===== src/rtl/arb_pkg.sv =====
// ============================================================================
//  Module      : arb_pkg
//  Description : Shared types, constants and helpers for the round-robin
//                arbiter family.
//                  arb_state_t - arbiter FSM state encoding
//                  ARB_MAX_N   - largest supported requester count
//                  rr_next()   - circular successor of an index
//  Revision    : 1.0 - initial release
// ============================================================================
`default_nettype none

package arb_pkg;

    localparam int ARB_MAX_N = 16;

    typedef enum logic [1:0] {
        ARB_IDLE  = 2'd0,
        ARB_GRANT = 2'd1,
        ARB_BUSY  = 2'd2
    } arb_state_t;

    // (idx + 1) mod n, without a divider; idx is assumed to be below n.
    function automatic int rr_next(input int idx, input int n);
        return (idx + 1 >= n) ? 0 : idx + 1;
    endfunction

endpackage : arb_pkg

`default_nettype wire


===== src/rtl/rr_pick.sv =====
// ============================================================================
//  Module      : rr_pick
//  Description : Combinational round-robin picker. Returns the first set
//                request bit found scanning upward from ptr, wrapping from
//                N-1 to 0.
//  Ports       : req     [N-1:0]  request vector
//                ptr     [SW-1:0] preferred (first-scanned) index, < N
//                winner  [SW-1:0] index of the selected requester
//                any_req          at least one request bit is set
//  Revision    : 1.0 - initial release
// ============================================================================
`default_nettype none

module rr_pick #(
    parameter int N  = 3,
    parameter int SW = 2
) (
    input  logic [N-1:0]  req,
    input  logic [SW-1:0] ptr,
    output logic [SW-1:0] winner,
    output logic          any_req
);

    always_comb begin
        int w_idx;
        winner  = '0;
        any_req = 1'b0;
        w_idx   = 0;
        for (int i = 0; i < N; i++) begin
            w_idx = int'(ptr) + i;
            if (w_idx >= N) begin
                w_idx = w_idx - N;
            end
            // any_req doubles as the "already found" flag so the first hit wins
            if (!any_req && req[w_idx]) begin
                winner  = SW'(w_idx);
                any_req = 1'b1;
            end
        end
    end

endmodule : rr_pick

`default_nettype wire


===== src/rtl/rr_arbiter.sv =====
// ============================================================================
//  Module      : rr_arbiter
//  Description : Central round-robin arbiter with a per-requester four-phase
//                req/ack handshake. A grant is held until the owner drops
//                its request; ownership then rotates to the next requester
//                after the previous owner.
//  Ports       : clk        clock, all state changes on posedge
//                rst        synchronous active-high reset
//                req        [N-1:0]  request, one bit per requester
//                ack        [N-1:0]  grant acknowledge, one-hot or zero
//                sel        [SW-1:0] index of the current owner
//                sel_valid           sel is meaningful (GRANT or BUSY)
//                overrun             sticky: owner held longer than MAX_HOLD
//  Config      : RR_ARBITER_HOLD_WATCHDOG_EN - when defined, a saturating
//                BUSY-cycle counter flags overrun; the grant is never
//                revoked. When undefined, overrun is tied to 0.
//  Revision    : 1.0 - initial release
// ============================================================================
`default_nettype none

module rr_arbiter
    import arb_pkg::*;
#(
    parameter  int N        = 3,
    parameter  int MAX_HOLD = 16,
    localparam int SW       = (N > 1) ? $clog2(N) : 1
) (
    input  logic          clk,
    input  logic          rst,
    input  logic [N-1:0]  req,
    output logic [N-1:0]  ack,
    output logic [SW-1:0] sel,
    output logic          sel_valid,
    output logic          overrun
);

    generate
        if (N < 1 || N > ARB_MAX_N || MAX_HOLD < 1) begin : g_bad_param
            $error("rr_arbiter: N must be 1..16 and MAX_HOLD at least 1");
        end
    endgenerate

    arb_state_t    r_state;
    logic [SW-1:0] r_owner;
    logic [SW-1:0] r_ptr;
    logic [N-1:0]  r_ack;
    logic          r_sel_valid;

    logic [SW-1:0] w_winner;
    logic          w_any_req;
    logic [N-1:0]  w_owner_onehot;

    rr_pick #(
        .N  (N),
        .SW (SW)
    ) u_pick (
        .req     (req),
        .ptr     (r_ptr),
        .winner  (w_winner),
        .any_req (w_any_req)
    );

    assign w_owner_onehot = N'(1) << r_owner;

`ifdef RR_ARBITER_HOLD_WATCHDOG_EN
    localparam int HW = $clog2(MAX_HOLD + 1);
    logic [HW-1:0] r_hold;
    logic          r_overrun;
`endif

    always_ff @(posedge clk) begin
        if (rst) begin
            r_state     <= ARB_IDLE;
            r_owner     <= '0;
            r_ptr       <= '0;
            r_ack       <= '0;
            r_sel_valid <= 1'b0;
`ifdef RR_ARBITER_HOLD_WATCHDOG_EN
            r_hold      <= '0;
            r_overrun   <= 1'b0;
`endif
        end else begin
            case (r_state)
                ARB_IDLE: begin
                    if (w_any_req) begin
                        r_owner     <= w_winner;
                        r_sel_valid <= 1'b1;
                        r_state     <= ARB_GRANT;
                    end
                end
                ARB_GRANT: begin
                    if (req[r_owner]) begin
                        r_ack   <= w_owner_onehot;
                        r_state <= ARB_BUSY;
`ifdef RR_ARBITER_HOLD_WATCHDOG_EN
                        r_hold  <= '0;
`endif
                    end else begin
                        // Request withdrawn before ack: abandon without
                        // advancing ptr so the same arbitration can recur.
                        r_sel_valid <= 1'b0;
                        r_state     <= ARB_IDLE;
                    end
                end
                ARB_BUSY: begin
                    if (!req[r_owner]) begin
                        r_ack       <= '0;
                        r_sel_valid <= 1'b0;
                        r_ptr       <= SW'(rr_next(int'(r_owner), N));
                        r_state     <= ARB_IDLE;
                    end else begin
`ifdef RR_ARBITER_HOLD_WATCHDOG_EN
                        if (r_hold == HW'(MAX_HOLD)) begin
                            r_overrun <= 1'b1;
                        end else begin
                            r_hold <= r_hold + 1'b1;
                        end
`endif
                    end
                end
                default: begin
                    r_ack       <= '0;
                    r_sel_valid <= 1'b0;
                    r_state     <= ARB_IDLE;
                end
            endcase
        end
    end

    assign ack       = r_ack;
    assign sel       = r_owner;
    assign sel_valid = r_sel_valid;

`ifdef RR_ARBITER_HOLD_WATCHDOG_EN
    assign overrun = r_overrun;
`else
    assign overrun = 1'b0;
`endif

endmodule : rr_arbiter

`default_nettype wire


===== config.mk =====
export PLATFORM = sky130hd
export DESIGN_NAME = rr_arbiter
export DESIGN_NICKNAME = d
export VERILOG_FILES = /design/src/rtl/arb_pkg.sv /design/src/rtl/rr_pick.sv /design/src/rtl/rr_arbiter.sv
export SDC_FILE = /design/constraint.sdc
export NUM_CORES = 1
export LEC_CHECK = 0
export ABC_AREA = 1
export BUFFER_PORTS_ARGS = -buffer_cell sky130_fd_sc_hd__buf_4
export CAP_MARGIN = 20
export CORE_MARGIN = 8
export CORE_UTILIZATION = 45
export DETAILED_ROUTE_END_ITERATION = 10
export PLACE_DENSITY = 0.76
export SLEW_MARGIN = 20
export SYNTH_ARGS = -nofsm -noshare
export SYNTH_HDL_FRONTEND = slang
export SYNTH_HIERARCHICAL = 1
export SYNTH_SLANG_ARGS = --single-unit

===== constraint.sdc =====
create_clock -name clk -period 1.9 [get_ports clk]
set_input_delay 0.57 -clock clk [delete_from_list [all_inputs] [get_ports clk]]
set_output_delay 0.57 -clock clk [all_outputs]
set_load 0.05 [all_outputs]

==> impl_metrics.ini <==
[outcome]
status = finished clean

[timing]
period_minus_slack_ps = 1787
grt_setup_unrepaired = no
min_period_over_period_pct = 94.08
fin_worst_skew_ps = 1.736
whs_ps = 479.7
maxSlewViolCount = 0
tns_ps = 0
max_freq_mhz = 559.4
setup_viol = 0
hold_viol = 0

[critical_path]
crit_arrival_ps = 1960
cp_slowest_stage_delay_ps = 330
worst-setup-path-type = flip-flop to flip-flop
slowest_stage = dfxtp_2
worstPathRequired_ps = 2070
critical_path_peak_fanout = 5
r2r_slack_ps = 110
startpoint_type = flip-flop
startpoint = r_ptr[0]
end_kind = flip-flop
rr_startpoint = r_ptr[0]
worst-path-buf-inv = 2
cp_cell_sequence = inv_1 -> ha_4 -> inv_2 -> nand2_1 -> nand3_1 -> nand2_1 -> nand2_1 -> or2_1 -> or2_4 -> a21oi_2 -> nor2_1
path_delay_family = simple AND/OR/NAND/NOR gates
cpMostUsedCell = nand2_1

[pwr]
total_power_mw = 1.613
ir_worst_vdd_uv = 819.0
leakagePower_nw = 0.5339
power.density_nw_per_um2 = 1529

[place]
dp_hpwl_um = 1522
io_buffers = 10
gp_congestion = 0.8849
dpl_cell_area_um2 = 978.4

[clock_network]
insertion_delay_ps = 270
postCtsSetupBuffers = 0
clockBufferDepth = 2
cts_made_buffers = 3
tritoncts = done
cts.htree.levels = 1
clock_sinks = 10
clk_pin_slew_worst_paths_ps = 70
clockRootBuffer = clkbuf_4

[finish]
n_antenna_cell = 0
seqCellArea_um2 = 202.7
area_growth_pct = 26.39
multi_input_area_um2 = 575.6
n_fill_cell = 170
final_util_pct = 60.43
fin_area_um2 = 1055
nets = 165
drive_above_1_share_pct = 28.29

[logic_synthesis]
syn_inst = 133
yosysSeqAreaShare_pct = 23.99
synth-seq-cells = 10
syn_avg_cell_area_um2 = 6.275
synthDistinctLibCells = 23
syn_area_um2 = 834.6
syn_nets = 145
ys_warn_count = 6

[detailed_routing]
wire_per_inst_um = 11.12
wirelength_um = 1968
via_per_inst = 4.927
drcViolationCount = 0
drtIter0Drc = 33
vias = 872
first_pass_iters = 4
postRouteAntennaNets = 0

[die]
die_h_um = 59.07
num_rows = 15
die_x_um = 59.07
die_area_um2 = 3489
core_um2 = 1745
initial_core_util_pct = 47.81
ioPinCount = 12

[grt]
grt_max_degree = 11
grt_pass1_wl_um = 3277
grt_pass1_vias = 759
overflow = 0
antenna_found_initial = 0
grt_usage_pct = 11.99

[hold_path]
min_from = sel_valid
hp-class = flip-flop to flip-flop

[run]
cap_violations = 0
## per-layer routing
| metal | share of wire, % | up-vias | global-route usage [%] |
|---|---|---|---|
| li1 | - | 453 | - |
| met1 | 47 | 397 | 13.48 |
| met2 | 46 | 20 | 19.16 |
| met3 | 5.8 | 2 | 5.640 |
| met4 | 0.71 | 0 | 4.437 |
| met5 | 0 | - | 0 |
## cells in the final DEF (no fill, tap or decap)
| cell type | synthesis | layout |
|---|---|---|
| or2_1 | 1 | 1 |
| ha_2 | 0 | 1 |
| nor2_1 | 15 | 15 |
| nor2_4 | 1 | 1 |
| clkbuf_8 | 0 | 1 |
| inv_1 | 19 | 19 |
| ha_1 | 7 | 4 |
| dfxtp_2 | 0 | 2 |
| buf_4 | 1 | 16 |
| clkbuf_4 | 0 | 3 |
| inv_2 | 3 | 3 |
| nand4_1 | 2 | 2 |
| dfxtp_1 | 10 | 8 |
| nand2_2 | 6 | 6 |
| nand3_1 | 14 | 14 |
| or2_4 | 0 | 1 |
| a31oi_1 | 1 | 1 |
| nand3_2 | 2 | 2 |
| a21oi_2 | 0 | 2 |
| a21oi_1 | 7 | 5 |
| nand3_4 | 1 | 1 |
| nand2_4 | 1 | 1 |
| inv_4 | 1 | 1 |
| o21ai_0 | 2 | 2 |
| nor3_1 | 3 | 3 |
| o21ai_1 | 3 | 3 |
| nand2_1 | 31 | 31 |
| conb_1 | 1 | 1 |
| ha_4 | 0 | 2 |
## power by group
group          switching (mW)  internal (mW)
Clock                  0.0770          0.116
Combinational           0.676          0.383
Sequential             0.0721          0.288
## sequential cells by signal, indices dropped and copies added (netlist names)
name,flops
ack,3
r_ptr,2
r_state,2
sel,2
sel_valid,1
## kinds of logic (layout without fill, tap and decap cells)
kind of cell | after synthesis | after routing | synth area share [%]
fa+ha+maj | 7 | 7 | 10.49
flops | 10 | 10 | 23.99
compound gates | 13 | 13 | 7.946
other cells | 1 | 1 | 0.4493
simple gates | 78 | 78 | 45.58
buf+inv | 24 | 43 | 11.55
## cell usage after synthesis
| cell type | instances | area, um^2 |
|---|---|---|
| or2_1 | 1 | 6.260 |
| nand2_1 | 31 | 116.4 |
| nor3_1 | 3 | 15.01 |
| inv_1 | 19 | 71.32 |
| nand3_1 | 14 | 70.07 |
| buf_4 | 1 | 7.510 |
| inv_4 | 1 | 6.260 |
| o21ai_0 | 2 | 10.01 |
| nand4_1 | 2 | 12.51 |
| nand3_2 | 2 | 20.02 |
| nand2_2 | 6 | 37.54 |
| a21oi_1 | 7 | 35.03 |
| ha_1 | 7 | 87.58 |
| conb_1 | 1 | 3.750 |
| nor2_1 | 15 | 56.30 |
| or2_2 | 1 | 6.260 |
| nand2_4 | 1 | 11.26 |
| nand3_4 | 1 | 17.52 |
| inv_2 | 3 | 11.26 |
| nor2_4 | 1 | 11.26 |
| a31oi_1 | 1 | 6.260 |
| dfxtp_1 | 10 | 200.2 |
| o21ai_1 | 3 | 15.01 |
## worst paths after layout
kind | depth (start not counted) | to
setup / recovery | 11 | r_state[1]
hold / removal | 2 | sel_valid
setup reg to reg | 11 | r_state[1]
hold reg to reg | 2 | sel_valid
## tightest hold or removal path, cell delays in order (launching register included)
cell and delay, ps:
dfxtp_1 330, a21oi_1 50, nor2_1 70
## per-stage QoR
step | cells | setup slack [ps]
CTS | 177 | 3.685
global placement | 173 | 0.8332
global route | 177 | 2.494
floorplan | 133 | 6.266
finish | 177 | 112.5
detailed placement | 173 | -58.15
## layout make-up
| type | instances | area share, % |
|---|---|---|
| inverter | 23 | 8.422 |
| multi-input combinational | 99 | 54.57 |
| tap | 25 | 2.966 |
| sequential | 10 | 19.22 |
| clock buffer | 4 | 3.440 |
| timing repair buffer | 16 | 11.39 |
## repair_timing
item / in CTS / in global routing
hold buffers: 0 / 0
pin swaps: 0 / 2
setup endpoints to repair: 2 / 4
gates resized for setup: 3 / 6
(Power assumes the default switching activity.)
